==> config.mk <==
export PLATFORM = sky130hd
export DESIGN_NAME = gshare_predictor_flat
export DESIGN_NICKNAME = d
export VERILOG_FILES = /design/src/rtl/gshare_predictor_pkg.sv /design/src/rtl/gshare_predictor_if.sv /design/src/rtl/gshare_predictor_sat_counter.sv /design/src/rtl/gshare_predictor.sv /design/src/flat_wrapper.sv
export SDC_FILE = /design/constraint.sdc
export NUM_CORES = 1
export LEC_CHECK = 0
export BUFFER_PORTS_ARGS = -buffer_cell sky130_fd_sc_hd__clkbuf_2
export CAP_MARGIN = 20
export CORE_MARGIN = 2
export CORE_UTILIZATION = 63
export CTS_CLUSTER_DIAMETER = 100
export DETAILED_ROUTE_END_ITERATION = 8
export PLACE_DENSITY = 0.9
export SLEW_MARGIN = 10
export SYNTH_ARGS = -nofsm -noshare
export SYNTH_HDL_FRONTEND = slang
export SYNTH_SLANG_ARGS = --single-unit
==> constraint.sdc <==
create_clock -name clk -period 2.58 [get_ports clk]
set_clock_uncertainty 0.1 [all_clocks]
set_input_delay 0.258 -clock clk [delete_from_list [all_inputs] [get_ports clk]]
set_output_delay 0.258 -clock clk [all_outputs]
set_load 0.05 [all_outputs]
==> src/rtl/gshare_predictor_pkg.sv <==
// Shared types and default sizes for the gshare branch direction predictor.
// pred_meta_t is sized by the GSHARE_* defaults; instantiate with matching IDX_W/GHR_W.
package gshare_predictor_pkg;

    localparam int GSHARE_CTR_W = 2;
    localparam int GSHARE_IDX_W = 8;
    localparam int GSHARE_GHR_W = 8;

    typedef struct packed {
        logic [GSHARE_IDX_W-1:0] idx;
        logic [GSHARE_GHR_W-1:0] ghr;
    } pred_meta_t;

    // Weakly not-taken: MSB clear, all lower bits set.
    function automatic int ctr_init_value(input int ctr_w);
        return (1 << (ctr_w - 1)) - 1;
    endfunction

endpackage

==> src/rtl/gshare_predictor_if.sv <==
// Fetch-side prediction and resolve-side update signals of the gshare predictor.
interface gshare_predictor_if #(
    parameter int PC_W = 32
);
    import gshare_predictor_pkg::*;

    logic            pred_valid;
    logic [PC_W-1:0] pred_pc;
    logic            pred_taken;
    pred_meta_t      pred_meta;

    logic            upd_valid;
    logic            upd_taken;
    logic            upd_mispredict;
    pred_meta_t      upd_meta;

    modport master (
        output pred_valid, pred_pc, upd_valid, upd_taken, upd_mispredict, upd_meta,
        input  pred_taken, pred_meta
    );

    modport slave (
        input  pred_valid, pred_pc, upd_valid, upd_taken, upd_mispredict, upd_meta,
        output pred_taken, pred_meta
    );

endinterface

==> src/rtl/gshare_predictor_sat_counter.sv <==
// One saturating up/down direction counter of the predictor table.
module sat_counter
    import gshare_predictor_pkg::*;
#(
    parameter int CTR_W = GSHARE_CTR_W
) (
    input  logic             clk,
    input  logic             reset,
    input  logic             inc_en,
    input  logic             dir,
    output logic [CTR_W-1:0] value
);

    localparam logic [CTR_W-1:0] INIT_VAL = CTR_W'(ctr_init_value(CTR_W));
    localparam logic [CTR_W-1:0] MAX_VAL  = {CTR_W{1'b1}};
    localparam logic [CTR_W-1:0] MIN_VAL  = {CTR_W{1'b0}};
    localparam logic [CTR_W-1:0] ONE      = CTR_W'(1);

    logic [CTR_W-1:0] r_value;

    always_ff @(posedge clk) begin
        if (reset) begin
            r_value <= INIT_VAL;
        end else if (inc_en) begin
            // Hold at either end instead of wrapping.
            if (dir && (r_value != MAX_VAL)) begin
                r_value <= r_value + ONE;
            end else if (!dir && (r_value != MIN_VAL)) begin
                r_value <= r_value - ONE;
            end
        end
    end

    assign value = r_value;

endmodule

==> src/rtl/gshare_predictor.sv <==
// Gshare predictor: PC xor global history indexes a table of saturating counters.
// Define GSHARE_GHR_EN for gshare; leave it undefined for a plain bimodal table.
module gshare_predictor
    import gshare_predictor_pkg::*;
#(
    parameter int CTR_W = GSHARE_CTR_W,
    parameter int IDX_W = GSHARE_IDX_W,
    parameter int GHR_W = GSHARE_GHR_W,
    parameter int PC_W  = 32
) (
    input  logic                 clk,
    input  logic                 reset,
    gshare_predictor_if.slave    bus
);

    localparam int NUM_CTR = 1 << IDX_W;

    logic [CTR_W-1:0] w_ctr [NUM_CTR];
    logic [NUM_CTR-1:0] w_wr_en;
    logic [IDX_W-1:0] w_pc_idx;
    logic [IDX_W-1:0] w_idx;
    logic [GHR_W-1:0] w_meta_ghr;
    logic             w_pred_taken;
    logic             w_unused;

    assign w_pc_idx = bus.pred_pc[IDX_W+1:2];

`ifdef GSHARE_GHR_EN
    logic [GHR_W-1:0] r_ghr;

    assign w_idx      = w_pc_idx ^ IDX_W'(r_ghr);
    assign w_meta_ghr = r_ghr;

    // A resolved mispredict rebuilds history from its snapshot, beating any same-cycle shift.
    always_ff @(posedge clk) begin
        if (reset) begin
            r_ghr <= '0;
        end else if (bus.upd_valid && bus.upd_mispredict) begin
            r_ghr <= {bus.upd_meta.ghr[GHR_W-2:0], bus.upd_taken};
        end else if (bus.pred_valid) begin
            r_ghr <= {r_ghr[GHR_W-2:0], w_pred_taken};
        end
    end

    assign w_unused = ^{bus.pred_pc[1:0], bus.pred_pc[PC_W-1:IDX_W+2],
                        bus.upd_meta.ghr[GHR_W-1]};
`else
    assign w_idx      = w_pc_idx;
    assign w_meta_ghr = '0;

    assign w_unused = ^{bus.pred_pc[1:0], bus.pred_pc[PC_W-1:IDX_W+2],
                        bus.upd_meta.ghr, bus.upd_mispredict};
`endif

    // Counter reads see pre-update state, so a same-index update lands next cycle.
    assign w_pred_taken   = w_ctr[w_idx][CTR_W-1];
    assign bus.pred_taken = w_pred_taken;
    assign bus.pred_meta  = '{idx: w_idx, ghr: w_meta_ghr};

    genvar gi;
    generate
        for (gi = 0; gi < NUM_CTR; gi++) begin : g_ctr
            assign w_wr_en[gi] = bus.upd_valid && (bus.upd_meta.idx == IDX_W'(gi));

            sat_counter #(
                .CTR_W (CTR_W)
            ) u_ctr (
                .clk    (clk),
                .reset  (reset),
                .inc_en (w_wr_en[gi]),
                .dir    (bus.upd_taken),
                .value  (w_ctr[gi])
            );
        end
    endgenerate

endmodule

==> src/flat_wrapper.sv <==
// flat-port wrapper written by rule: the top's interface ports become plain ports
module gshare_predictor_flat import gshare_predictor_pkg::*;
#(
    parameter int CTR_W = GSHARE_CTR_W,
    parameter int IDX_W = GSHARE_IDX_W,
    parameter int GHR_W = GSHARE_GHR_W,
    parameter int PC_W  = 32
)
  (clk, reset, bus_pred_valid, bus_pred_pc, bus_upd_valid, bus_upd_taken, bus_upd_mispredict, bus_upd_meta, bus_pred_taken, bus_pred_meta);
  gshare_predictor_if #(.PC_W(PC_W)) bus_i ();
  input  logic clk;
  input  logic reset;
  input wire logic [$bits(bus_i.pred_valid)-1:0] bus_pred_valid;
  input wire logic [$bits(bus_i.pred_pc)-1:0] bus_pred_pc;
  input wire logic [$bits(bus_i.upd_valid)-1:0] bus_upd_valid;
  input wire logic [$bits(bus_i.upd_taken)-1:0] bus_upd_taken;
  input wire logic [$bits(bus_i.upd_mispredict)-1:0] bus_upd_mispredict;
  input wire logic [$bits(bus_i.upd_meta)-1:0] bus_upd_meta;
  output wire logic [$bits(bus_i.pred_taken)-1:0] bus_pred_taken;
  output wire logic [$bits(bus_i.pred_meta)-1:0] bus_pred_meta;
  assign bus_i.pred_valid = bus_pred_valid;
  assign bus_i.pred_pc = bus_pred_pc;
  assign bus_i.upd_valid = bus_upd_valid;
  assign bus_i.upd_taken = bus_upd_taken;
  assign bus_i.upd_mispredict = bus_upd_mispredict;
  assign bus_i.upd_meta = bus_upd_meta;
  assign bus_pred_taken = bus_i.pred_taken;
  assign bus_pred_meta = bus_i.pred_meta;
  gshare_predictor #(.CTR_W(CTR_W), .IDX_W(IDX_W), .GHR_W(GHR_W), .PC_W(PC_W)) u_core (.clk(clk), .reset(reset), .bus(bus_i));
endmodule
==> metrics.log <==
INFO  metric outcome = finished, violations left
INFO  metric violations_in_the_final_reports = negative setup slack
INFO  metric first_pass_grt_wire_length = 129000 µm
INFO  metric worst_slew_pin_slew = 787 ps
INFO  metric final.period_utilization = 128%
INFO  metric finish.utilization = 70.8%
INFO  metric hold_viol = 0
INFO  metric final_critical_path_setup_slack = -724 ps
INFO  metric critical_path.startpoint_type = flip-flop
INFO  metric antenna_left = 0
INFO  metric hp-class = input port to flip-flop
INFO  metric place_hpwl = 50300 µm
INFO  metric path_clk_slew = 60 ps
INFO  metric relSlewSlack = a little under half
INFO  metric power_switching_share = 25.8%
INFO  metric detail_route.wl_per_cell = 19.6 µm
INFO  metric setup_repair_after_global_routing_missed_its_margin = true
INFO  metric grt.total_usage = 33.9%
INFO  metric synthesis.instances = 3588
INFO  metric dr_drc_count = 0
INFO  metric synth_async_reset_ratio = 0%
INFO  metric power.leakage = 11.4 nW
INFO  metric seq_area_frac_synth = 36.8%
INFO  metric synth_top_area_cell = dfxtp_1
INFO  metric routed-via-count = 28.2k
INFO  metric finish.net_count = 3583
INFO  metric synth.most_common_cell = o21ai_0
INFO  metric final.hold.worst_slack = 77.0 ps
INFO  metric largest_register_ff_count = 512
INFO  metric clock_tree.buffer_depth = 3
INFO  metric pin_count_of_the_biggest_net_entering_global_routing = 116
INFO  metric vdd_drop_max = 0.492 mV
INFO  metric cts.sink_count = roughly 500
INFO  metric area_growth_syn_to_layout = 11.6%
INFO  metric starting_density_of_the_core = 63.4%
INFO  metric total_switching_power = 4.74 mW
INFO  metric detailedRoute.firstIterationViolations = 3877
INFO  metric cts_made_buffers = 53
INFO  metric share_of_the_synthesized_area_in_the_top_cell_type = between 30% and 40%
INFO  metric gr-total-overflow = 0
INFO  metric post_drt_via_cell_ratio = 6.77
INFO  metric quantity_of_i_o_buffers_inserted_on_ports = 28
INFO  metric internal_cell_power = 13.7 mW
INFO  metric placementRows = 77
INFO  metric synth.yosys.warnings = 0
INFO  metric required_worst_endpoint = 2220 ps
INFO  metric yosys-top-cells-area = dfxtp_1 (37%), o21ai_0 (12%), and3_1 (5.8%)
INFO  metric worst_skew_pair.late_latency = a little over 600 ps
INFO  metric regToRegSetupSlack = roughly 1300 ps
INFO  metric number_of_global_route_vias_before_repair = about 25k
INFO  metric crit_path_end_kind = output pin
INFO  metric die_width = approximately 210 µm
INFO  metric power.share.combinational = under 10%
INFO  metric ffs_latches_synth = 512
INFO  metric finalSetupViolations = 1
INFO  metric hold_depth = 2
INFO  metric tritoncts = done
INFO  metric holdBufCountCts = 0
INFO  metric fmaxAchievable = just over 0.3 GHz
INFO  metric core_region_area = 43900 µm²
INFO  metric worstPathArrival = between 2000 and 3000 ps
INFO  metric synthFlopType = dfxtp_1
INFO  metric drv.max_cap_violation_count = 0
INFO  metric drt_first_pass_iters = 7
INFO  metric grt_antenna_before_repair = 0
INFO  metric setup_fix_buffers_added_after_clock_tree_synthesis = 0
INFO  metric gp_routability_congestion = around 0.87
INFO  metric proportion_of_layout_cells_with_a_drive_suffix_above_1 = 10.0%
INFO  metric post_synth_instance_area = 27900 µm²
INFO  metric report.final.slew_viol_count = 0
INFO  metric critical_path.max_fanout = 2
INFO  metric clock-root-buffer = clkbuf_16
INFO  metric synth.top_cells.by_count = o21ai_0 (694), dfxtp_1 (512), nor2_1 (287), a21oi_1 (275), and3_1 (258)
INFO  metric path_class = flip-flop to output pin
INFO  metric share_clk_of_total_power = a little over two fifths
INFO  metric fp.dieArea = 45900 µm²
INFO  metric cts_max_level = 2
INFO  metric tmin_final = 3300 ps
INFO  metric share_seq_of_total_power = 46.3%
INFO  metric synth_edf_count = 0
INFO  metric pin_count = 71
INFO  metric cellPowerDensity = 592 nW/µm²
INFO  metric post_layout_power = 18.4 mW
INFO  metric die_y = 214 µm
INFO  metric finalWirelength = roughly 82000 µm
INFO  metric worst_r2r_path_depth = 4
INFO  metric number_of_distinct_library_cells_after_synthesis = 57
INFO  metric syn_area_per_cell = 7.77 µm²
kinds of logic after synthesis:
kind of cell | count (synthesis) | share of synthesized area, %
compound gates | 1479 | 31.6
simple gates | 1161 | 21.1
flops | 512 | 36.8
buf+inv | 333 | 5.46
mux | 102 | 5.05
other cells | 1 | 0.0135
metal layers:
layer	vias to the layer above	GRT usage (%)	wire, µm
met5	-	0	0
met4	0	18.2	4190
met3	347	7.73	9050
met2	1599	53.9	36600
met1	13216	42.9	31800
li1	13008	-	-
worst max-delay path, cell delays in order, from the launching register on:
cell and delay [ps]:
dfxtp_2 320, mux4_2 500, mux2i_2 220, nand3_1 140, and4_1 210, o31ai_2 180, buf_4 160, nand4_1 190
o41a_1 240, buf_8 190
stage by stage:
stage / setup slack [ps] / TNS [ps] / instance area (µm²) / std cells
final: -724 / -724 / 31100 / 4161
after CTS: -746 / -746 / 31100 / 4159
after floorplan: 230 / 0 / 27900 / 3595
after global routing: -763 / -763 / 31100 / 4159
after detailed placement: -349 / -349 / 29300 / 4066
after global placement: -279 / -279 / 29300 / 4066
final cells by class:
cell class	instances	area, µm²
Antenna cell	2	5.00
Clock inverter	16	269
Multi-Input combinational cell	2750	16200
Timing Repair Buffer	211	2100
Sequential cell	512	10300
Tap cell	592	741
Fill cell	3096	12800
Inverter	1	3.75
Clock buffer	77	1540
repair_timing:
item                       in CTS  in global routing
pin swaps                       0                  2
setup endpoints to repair       1                  1
resized for setup               4                  3
final timing paths:
check	from	to
max	u_core.g_ctr[255].u_ctr.value[1]	bus_pred_taken
min	reset	u_core.g_ctr[78].u_ctr.value[1]
max reg2reg	u_core.g_ctr[88].u_ctr.value[0]	u_core.g_ctr[88].u_ctr.value[0]
min reg2reg	u_core.g_ctr[205].u_ctr.value[0]	u_core.g_ctr[205].u_ctr.value[0]
cell usage in the layout, fill, tap and decap left out, drive strengths merged, types with 100 or more instances in the layout:
master  count
nor2      288
nand2     255
a21o      175
o21ai     708
nor3      182
a21oi     275
clkbuf    100
and3      258
a211o     175
buf       188
dfxtp     512
power groups by stage:
stage / Clock, mW / Combinational (mW) / Sequential [mW]
after floorplan: 0 / 1.22 / 8.53
after global placement: 0 / 1.67 / 8.64
after detailed placement: 0 / 1.72 / 8.65
after CTS: 8.09 / 1.76 / 8.48
after global routing: 8.44 / 1.95 / 8.53
final: 8.08 / 1.81 / 8.52
Note: power is estimated with default switching activity, not from simulation.
